<file path="src/rtl/perf_pkg.sv">
// Shared types and helpers for the commit performance-counter bank.
package perf_pkg;

  localparam int unsigned PERF_NUM = 14;

  // Counter index map; also the read address of each counter.
  typedef enum logic [3:0] {
    PerfCycle   = 4'd0,
    PerfInst    = 4'd1,
    PerfJal     = 4'd2,
    PerfJalr    = 4'd3,
    PerfBr      = 4'd4,
    PerfLoad    = 4'd5,
    PerfStore   = 4'd6,
    PerfOther   = 4'd7,
    PerfFlush   = 4'd8,
    PerfIcHit   = 4'd9,
    PerfIcMiss  = 4'd10,
    PerfDcHit   = 4'd11,
    PerfDcMiss  = 4'd12,
    PerfRvsWait = 4'd13
  } perf_idx_e;

  typedef enum logic [1:0] {
    StRun,
    StFrz,
    StSnap
  } perf_state_e;

  // RV32I major opcodes, instruction bits [6:0].
  typedef enum logic [6:0] {
    OpLui   = 7'b0110111,
    OpAuipc = 7'b0010111,
    OpJal   = 7'b1101111,
    OpJalr  = 7'b1100111,
    OpBr    = 7'b1100011,
    OpLoad  = 7'b0000011,
    OpStore = 7'b0100011,
    OpImm   = 7'b0010011,
    OpReg   = 7'b0110011,
    OpCsr   = 7'b1110011
  } rv32i_opcode_e;

  typedef enum logic [2:0] {
    ClsJal,
    ClsJalr,
    ClsBr,
    ClsLoad,
    ClsStore,
    ClsOther
  } op_class_e;

  // Map a committed opcode onto the counter class it feeds.
  function automatic op_class_e decode_op_class(logic [6:0] opcode);
    op_class_e cls;
    case (opcode)
      OpJal:   cls = ClsJal;
      OpJalr:  cls = ClsJalr;
      OpBr:    cls = ClsBr;
      OpLoad:  cls = ClsLoad;
      OpStore: cls = ClsStore;
      default: cls = ClsOther;
    endcase
    return cls;
  endfunction

endpackage

</file>
<file path="src/rtl/commit_perf_counters_sat_counter.sv">
// Single saturating event counter with clear and hold.
module perf_sat_counter #(
  parameter int unsigned CntW = 32
) (
  input  logic            clk,
  input  logic            rst,
  input  logic            clr_i,
  input  logic            hold_i,
  input  logic            inc_i,
  output logic [CntW-1:0] count_o
);

  logic [CntW-1:0] cnt_q, cnt_d;

  // Clear wins over increment; increment stops at all-ones.
  always_comb begin
    cnt_d = cnt_q;
    if (clr_i) begin
      cnt_d = '0;
    end else if (inc_i && !hold_i && (cnt_q != '1)) begin
      cnt_d = cnt_q + {{(CntW-1){1'b0}}, 1'b1};
    end
  end

  // Count register, synchronous active-low reset.
  always_ff @(posedge clk) begin
    if (!rst) begin
      cnt_q <= '0;
    end else begin
      cnt_q <= cnt_d;
    end
  end

  assign count_o = cnt_q;

endmodule

</file>
<file path="src/rtl/commit_perf_counters.sv">
// Performance-counter bank fed by the ROB commit monitor and cache / RS strobes.
// Live counters are copied into a shadow bank on request; reads serve the shadow.
module commit_perf_counters
  import perf_pkg::*;
#(
  parameter int unsigned CNT_W   = 32,
  parameter int unsigned NUM_CNT = PERF_NUM
) (
  input  logic             clk,
  input  logic             rst,
  input  logic             mon_valid_i,
  input  logic [31:0]      mon_inst_i,
  input  logic             flush_i,
  input  logic             ic_hit_i,
  input  logic             ic_miss_i,
  input  logic             dc_hit_i,
  input  logic             dc_miss_i,
  input  logic             rvs_req_i,
  input  logic             rvs_rdy_i,
  input  logic             freeze_i,
  input  logic             clr_i,
  input  logic             snap_req_i,
  output logic             snap_done_o,
  input  logic             rd_req_i,
  input  logic [3:0]       rd_addr_i,
  output logic             rd_rdy_o,
  output logic             rd_valid_o,
  output logic [CNT_W-1:0] rd_data_o
);

  perf_state_e state_q, state_d;
  op_class_e   cls;

  logic [PERF_NUM-1:0] ev;
  logic                hold;
  logic                snap_copy;
  logic                rd_accept;

  logic [CNT_W-1:0] live     [16];
  logic [CNT_W-1:0] shadow_q [16];

  logic             snap_done_q, snap_done_d;
  logic             rd_valid_q, rd_valid_d;
  logic [CNT_W-1:0] rd_data_q, rd_data_d;

  logic unused_inst_hi;
  assign unused_inst_hi = ^mon_inst_i[31:7];

  // Per-cycle event strobes, one bit per counter.
  always_comb begin
    cls                = decode_op_class(mon_inst_i[6:0]);
    ev                 = '0;
    ev[PerfCycle]      = 1'b1;
    ev[PerfInst]       = mon_valid_i;
    ev[PerfJal]        = mon_valid_i && (cls == ClsJal);
    ev[PerfJalr]       = mon_valid_i && (cls == ClsJalr);
    ev[PerfBr]         = mon_valid_i && (cls == ClsBr);
    ev[PerfLoad]       = mon_valid_i && (cls == ClsLoad);
    ev[PerfStore]      = mon_valid_i && (cls == ClsStore);
    ev[PerfOther]      = mon_valid_i && (cls == ClsOther);
    ev[PerfFlush]      = flush_i;
    ev[PerfIcHit]      = ic_hit_i;
    ev[PerfIcMiss]     = ic_miss_i;
    ev[PerfDcHit]      = dc_hit_i;
    ev[PerfDcMiss]     = dc_miss_i;
    ev[PerfRvsWait]    = rvs_req_i && !rvs_rdy_i;
  end

  // Live counters; unimplemented addresses are tied to zero.
  for (genvar i = 0; i < 16; i++) begin : g_cnt
    if ((i < NUM_CNT) && (i < PERF_NUM)) begin : g_impl
      perf_sat_counter #(
        .CntW(CNT_W)
      ) u_cnt (
        .clk    (clk),
        .rst    (rst),
        .clr_i  (clr_i),
        .hold_i (hold),
        .inc_i  (ev[i]),
        .count_o(live[i])
      );
    end else begin : g_zero
      assign live[i] = '0;
    end
  end

  // FSM state register.
  always_ff @(posedge clk) begin
    if (!rst) begin
      state_q <= StRun;
    end else begin
      state_q <= state_d;
    end
  end

  // FSM next state; a snapshot request beats freeze, and is ignored mid-snapshot.
  always_comb begin
    state_d = state_q;
    unique case (state_q)
      StRun:   if (snap_req_i) state_d = StSnap;
               else if (freeze_i) state_d = StFrz;
      StFrz:   if (snap_req_i) state_d = StSnap;
               else if (!freeze_i) state_d = StRun;
      StSnap:  state_d = freeze_i ? StFrz : StRun;
      default: state_d = StRun;
    endcase
  end

  // FSM outputs: counter hold, shadow copy strobe, read-port ready.
  always_comb begin
    hold      = (state_q == StFrz) || ((state_q == StSnap) && freeze_i);
    snap_copy = (state_q == StSnap);
    rd_rdy_o  = (state_q != StSnap);
    rd_accept = rd_req_i && rd_rdy_o;
  end

  // Next state of the completion pulse and read port; data holds when idle.
  always_comb begin
    snap_done_d = snap_copy;
    rd_valid_d  = rd_accept;
    rd_data_d   = rd_accept ? shadow_q[rd_addr_i] : rd_data_q;
  end

  // Shadow bank and output registers.
  always_ff @(posedge clk) begin
    if (!rst) begin
      shadow_q    <= '{default: '0};
      snap_done_q <= 1'b0;
      rd_valid_q  <= 1'b0;
      rd_data_q   <= '0;
    end else begin
      if (snap_copy) begin
        shadow_q <= live;
      end
      snap_done_q <= snap_done_d;
      rd_valid_q  <= rd_valid_d;
      rd_data_q   <= rd_data_d;
    end
  end

  assign snap_done_o = snap_done_q;
  assign rd_valid_o  = rd_valid_q;
  assign rd_data_o   = rd_data_q;

endmodule

</file>
<file path="config.mk">
export PLATFORM = sky130hd
export DESIGN_NAME = commit_perf_counters
export DESIGN_NICKNAME = d
export VERILOG_FILES = /design/src/rtl/perf_pkg.sv /design/src/rtl/commit_perf_counters_sat_counter.sv /design/src/rtl/commit_perf_counters.sv
export SDC_FILE = /design/constraint.sdc
export NUM_CORES = 2
export LEC_CHECK = 0
export ABC_AREA = 1
export CORE_UTILIZATION = 50
export CTS_CLUSTER_SIZE = 10
export DETAILED_ROUTE_END_ITERATION = 8
export HOLD_SLACK_MARGIN = 0.02
export MAX_ROUTING_LAYER = met4
export PLACE_DENSITY_LB_ADDON = 0.3
export SETUP_SLACK_MARGIN = 0.1
export SKIP_CTS_REPAIR_TIMING = 1
export SLEW_MARGIN = 20
export SYNTH_ARGS = -nofsm -noshare
export SYNTH_HDL_FRONTEND = slang
export SYNTH_SLANG_ARGS = --single-unit
</file>
<file path="constraint.sdc">
create_clock -name clk -period 1.9 [get_ports clk]
set_clock_uncertainty 0.15 [all_clocks]
set_input_delay 0.475 -clock clk [delete_from_list [all_inputs] [get_ports clk]]
set_output_delay 0.475 -clock clk [all_outputs]
set_load 0.01 [all_outputs]
</file>
---- Yosys cells after proc, flatten, opt, wreduce, memory -nomap -nowiden ----
Cells that the tools add are included.
storage, ports and cells
  bits in registers ....................... 932
  input port bits ......................... 50
  output and inout bits ................... 35
  word-level logic and storage cells ...... 131
operators by class
  add/subtract/negate cells ............... 14
  $lt $le $gt $ge ......................... 1
  equal/unequal tests ..................... 29
  mux-type cells .......................... 10
  bitwise operators ....................... 2
  reduce and logical (&&, ||, !) cells .... 43
operators by type and width
  cell                   number
  $add 32x1->32 const B  14
  $ne 32x32->1 const B   14
  $bmux 32 s4            1
  $mux 32                2
  $logic_and 1x1->1      36
  $eq 7x7->1 const B     3
  $pmux 3 s5             1
  $mux 2                 4
  $eq 7x2->1 const B     1
  $eq 7x6->1 const B     1
  $eq 3x2->1 const B     2
  $eq 3x3->1 const B     2
  $ne 3x3->1 const B     2
  $pmux 2 s3             1
  $ge 5x5->1 const B     1
  $not 4->5              1
  $eq 3x1->1 const B     1
  $logic_not 3->1        1
  $eq 2x1->1 const B     1
  $eq 2x2->1 const B     1
  $logic_not 1->1        2
  $logic_not 2->1        1
  $ne 2x2->1 const B     1
  $reduce_and 2->1       1
  other kinds (4)        4

---- Logic depth before layout (Yosys ltp) ----
  word-level depth ........................ 6
  gate-level depth with buffers ........... 12
  gate-level depth less buffers ........... 12

---- Cells and area by module ----
From an unflattened synthesis, not the netlist that was laid out.
second synthesis, totals
  cells, all modules ...................... 7767
  area total of the unflattened synthesis .. 49444.9 um^2
by module, submodules not included
  module                instances  cells an instance  area each (um^2)  seq. area each (um^2)
  perf_sat_counter      14         332                2019.4            640.6
  commit_perf_counters  1          3119               21172.8           9689.3

---- Least setup slack after synthesis ----
No wires, ideal clock.
  path type ............................... register to register
  from .................................... register g_cnt[2].g_impl.u_cnt.cnt_q[0]
  to ...................................... register g_cnt[2].g_impl.u_cnt.cnt_q[28]
  setup time .............................. 132 ps
  arrival time ............................ 1641 ps
  setup slack ............................. -23 ps
  cell stages (with the launch flop) ...... 12
  clock period less this slack ............ 1923 ps
  path through ............................ dfxtp_1 > ha_1 > nand2_1 > nor2_2 > nand2_1 > nor2_1 > nand2_1 > nand2_2 > inv_2 > buf_2 > nand2_1 > a21oi_1
between the ends
  cells in the longest elaborated chain, start to end .. 2
  elaborated cells between the ends (all ways) .. 3
  those cells by class .................... add/sub (1); eq/ne (1); reduce/logical (1)
RTL lines
  element                                                RTL line                                RTL
  start: declaration                                     commit_perf_counters_sat_counter.sv:13  logic [CntW-1:0] cnt_q, cnt_d;
  start signal: assignment                               commit_perf_counters_sat_counter.sv:30  cnt_q <= cnt_d;
  branches (longest 2 deep; another with $add 32x1->32)  -
Several ways; the timed one is not identified.
A chain may end at the register's enable or synchronous reset.

---- Final worst setup path ----
  from .................................... register state_q[0]
  to ...................................... output port rd_rdy_o
between the ends
  cells in the longest elaborated chain, start to end .. 1
RTL lines
  element                   RTL line                     RTL
  start: declaration        commit_perf_counters.sv:31   perf_state_e state_q, state_d;
  start signal: assignment  commit_perf_counters.sv:90   state_q <= StRun;
  start signal: assignment  commit_perf_counters.sv:92   state_q <= state_d;
  $ne 2x2->1                commit_perf_counters.sv:113  rd_rdy_o = (state_q != StSnap);
  end: declaration          commit_perf_counters.sv:26   output logic rd_rdy_o,
Every way passes these cells.

==> results by group <==
Run status
  – Status: complete, but fails checks
  – Failing checks: setup timing

Critical path
  – Worst setup startpoint: state_q[0]$_SDFFE_PN0P_
  – Required time of the worst setup path: 1270 ps
  – Critical path class: reg -> out
  – Worst Path Max Fanout: 4
  – RR Endpoint: g_cnt[12].g_impl.u_cnt.count_o[23]$_SDFFE_PP0P_
  – Register-to-register setup slack: -140 ps
  – Worst path arrival time: 1680 ps
  – FF-to-FF path depth: 11
  – CP startpoint kind: flop
  – CP Capture Type: output pin
  – Reg2Reg Launch Point: state_q[1]$_SDFFE_PN0P_
  – Crit path to: rd_rdy_o

Yosys
  – Count leader, synth: nand2_1
  – Synth Register Bits: 932
  – Mapped Cells: 7504
  – Syn_nets: 7568
  – Avg Cell Area, Syn: 6.399 um^2
  – Most instantiated cells after synthesis: 2148 x nand2_1, 1187 x nor2_1, 932 x dfxtp_1
  – Synth area leaders: dfxtp_1 39%, nand2_1 17%, nor2_1 9.3%, a21oi_1 8.2%, o21ai_0 7.6%
  – Yosys top cell by area: dfxtp_1
  – Post-synth EDFFs: 0
  – Yosys warns: 0
  – Top cell type's share of synthesized area: 0.3886
  – Ys async rst share: 0
  – Number of library cell types mapped by synthesis: 39
  – Post-synthesis sequential area ratio: 0.3886
  – Synth Cell Area: 48010 um^2
  – Ys flop type: dfxtp_1

Timing
  – Minimum clock period: 2302 ps
  – Final worst slack: -401.6 ps
  – Measured slew at the worst slew-check pin: 724.2 ps
  – RSZ-0062 raised after global routing: true
  – Setup Viol. Count Final: 235
  – Tcrit/Tclk final: 1.211
  – Relative slew slack: 0.5121
  – Fmax achieved: 0.4345 GHz
  – Hold Vio Cnt, Final: 0
  – Slew Viols, Final: 0
  – WHS: 239.3 ps

Floorplan
  – IO Count: 85
  – Core Box Area: 95010 um^2
  – Overall die height: 311.9 um
  – Die width: 311.9 um
  – Initial cell density of the core: 0.5054
  – FP Rows: 113
  – Die area: 97270 um^2

Routing
  – Vias: 51220
  – Wirelength, routed: 172400 um
  – Top Metal Used: met4
  – Met2 wire len: 77180 um
  – Antenna Violating Nets Remaining: 0
  – WL met3: 13630 um
  – DR WL/cell: 18.34 um
  – DRC Markers: 0
  – DR vias/cell: 5.448
  – WL met1: 73750 um
  – First DRT Iteration DRCs: 5074
  – Drt pass-1 iters: 8

Global route
  – Overall routing resource usage: 0.3481
  – Pin count of the biggest net entering global routing: 105
  – Vias in the first global route: 46590
  – First-pass GRT wire length: 260300 um
  – Antenna violations before repair: 2
  – Grt ovf: 0

Finish
  – Finished layout cell area: 59830 um^2
  – Multi-input combinational cell area: 26440 um^2
  – Share of cells above drive strength 1: 0.1526
  – Post-layout nets: 8164
  – Filler cells: 8935
  – Layout area overhead: 24.60%
  – Register area: 18790 um^2

Pwr
  – Psw: 0.01139 W
  – Register share of total power: 0.470
  – Net Sw Frac: 0.2580
  – Power Total: 0.04416 W
  – Pint: 0.03276 W
  – Pwr dens: 738.0 nW/um^2
  – Gate power share: 0.101
  – Clock share of power: 0.429
  – Leakage: 22.87 nW
  – Maximum VDD drop: 728.4 uV

CTS
  – CTS tree: built
  – CTS max path bufs: 3
  – Num CTS Buffers: 108
  – Root buffer cell: clkbuf_16
  – Reg clk slew, reported paths: 60 ps
  – Clk Latency, worst-skew pair: 680 ps
  – Sink Count: 932
  – CTS H-tree depth: 3

Placement
  – PortBufs: 59
  – RePlAce Congestion: 1.018
  – Place WS: -720.8 ps
  – Hpwl dp: 130000 um
  – Post-DP Area: 55650 um^2

Run
  – Max Cap Viol: 0

Min path
  – Hold path startpoint: snap_req_i
  – Hold crit path type: in -> reg
[cell type report]
| cell class | instances | share of cell area |
|---|---|---|
| tap | 1265 | 0.02646 |
| multi-input combinational | 5697 | 0.4420 |
| inverter | 499 | 0.03198 |
| antenna | 2 | 0.00008365 |
| sequential | 932 | 0.3141 |
| clock buffer | 138 | 0.05030 |
| timing repair buffer | 862 | 0.1344 |
| clock inverter | 7 | 0.0006483 |
[power groups by stage]
stage	clock network, W	logic [W]	registers (W)
3_5_place_dp	0	0.00413	0.0211
4_1_cts	0.0192	0.00416	0.0207
2_1_floorplan	0	0.00218	0.0209
5_1_grt	0.0199	0.00475	0.0208
6_report	0.0190	0.00445	0.0207
3_3_place_gp	0	0.00408	0.0211
[critical path, stage by stage (launching register included)]
cell      delay (ps)
dfxtp_2          330
buf_6            110
nor2_4           210
clkinv_4         180
buf_6            160
[per-stage QoR]
step	util	std cells	TNS, ps
final	0.6297	9402	-11860
after global routing	0.6297	9402	-43810
after CTS	0.6178	9376	-32470
after detailed placement	0.5857	9231	-269340
after global placement	0.5857	9231	-245560
after floorplan	-	7504	0
[worst min-delay path by stage]
| stage | end | slack (ps) | cells past startpoint |
|---|---|---|---|
| after detailed placement | shadow_q[70]$_SDFFE_PN0P_ | 300 | 2 |
| after CTS | snap_done_o$_SDFF_PN0_ | -100 | 3 |
| after global routing | state_q[0]$_SDFFE_PN0P_ | 240 | 2 |
| after floorplan | shadow_q[112]$_SDFFE_PN0P_ | 280 | 2 |
| final | state_q[1]$_SDFFE_PN0P_ | 240 | 3 |
| after global placement | shadow_q[70]$_SDFFE_PN0P_ | 290 | 2 |
[state kept, by name, indices dropped and copies added (netlist names)]
signal	cells
snap_done_o	1
shadow_q	448
state_q	2
g_cnt.g_impl.u_cnt.count_o	448
rd_data_o	32
rd_valid_o	1
[placed cells by master, fill, tap and decap left out, types with 24 or more instances in the layout]
cell and n:
nor3_2 24, clkbuf_16 118, inv_1 473, buf_6 53, nor2_4 28, o21ai_1 30
nand4_1 41, xnor2_1 26, o21ai_0 693, nor2_1 1150, buf_12 92, nand2_2 30
nor3_1 71, o22ai_1 46, nand2_1 2126, nand3_1 276, a21oi_1 774, o21a_1 25
dfxtp_2 55, buf_4 680, dfxtp_1 859, xor2_1 226, nor2_2 32
[cells by family after synthesis]
group,synth area share
AOI/OAI and AO/OA,0.1711
xor gates and xnor gates,0.04597
adders and majority gates,0.003648
buffers and inverters,0.07304
DFF,0.3886
and+or+nand+nor,0.3176
[layer usage]
layer | global-route usage | vias to the layer above
met3 | 0.04872 | 360
li1 | - | 25260
met5 | - | -
met1 | 0.4567 | 23700
met4 | 0.1413 | 0
met2 | 0.5383 | 1895
Note: power is estimated with default switching activity, not from simulation.
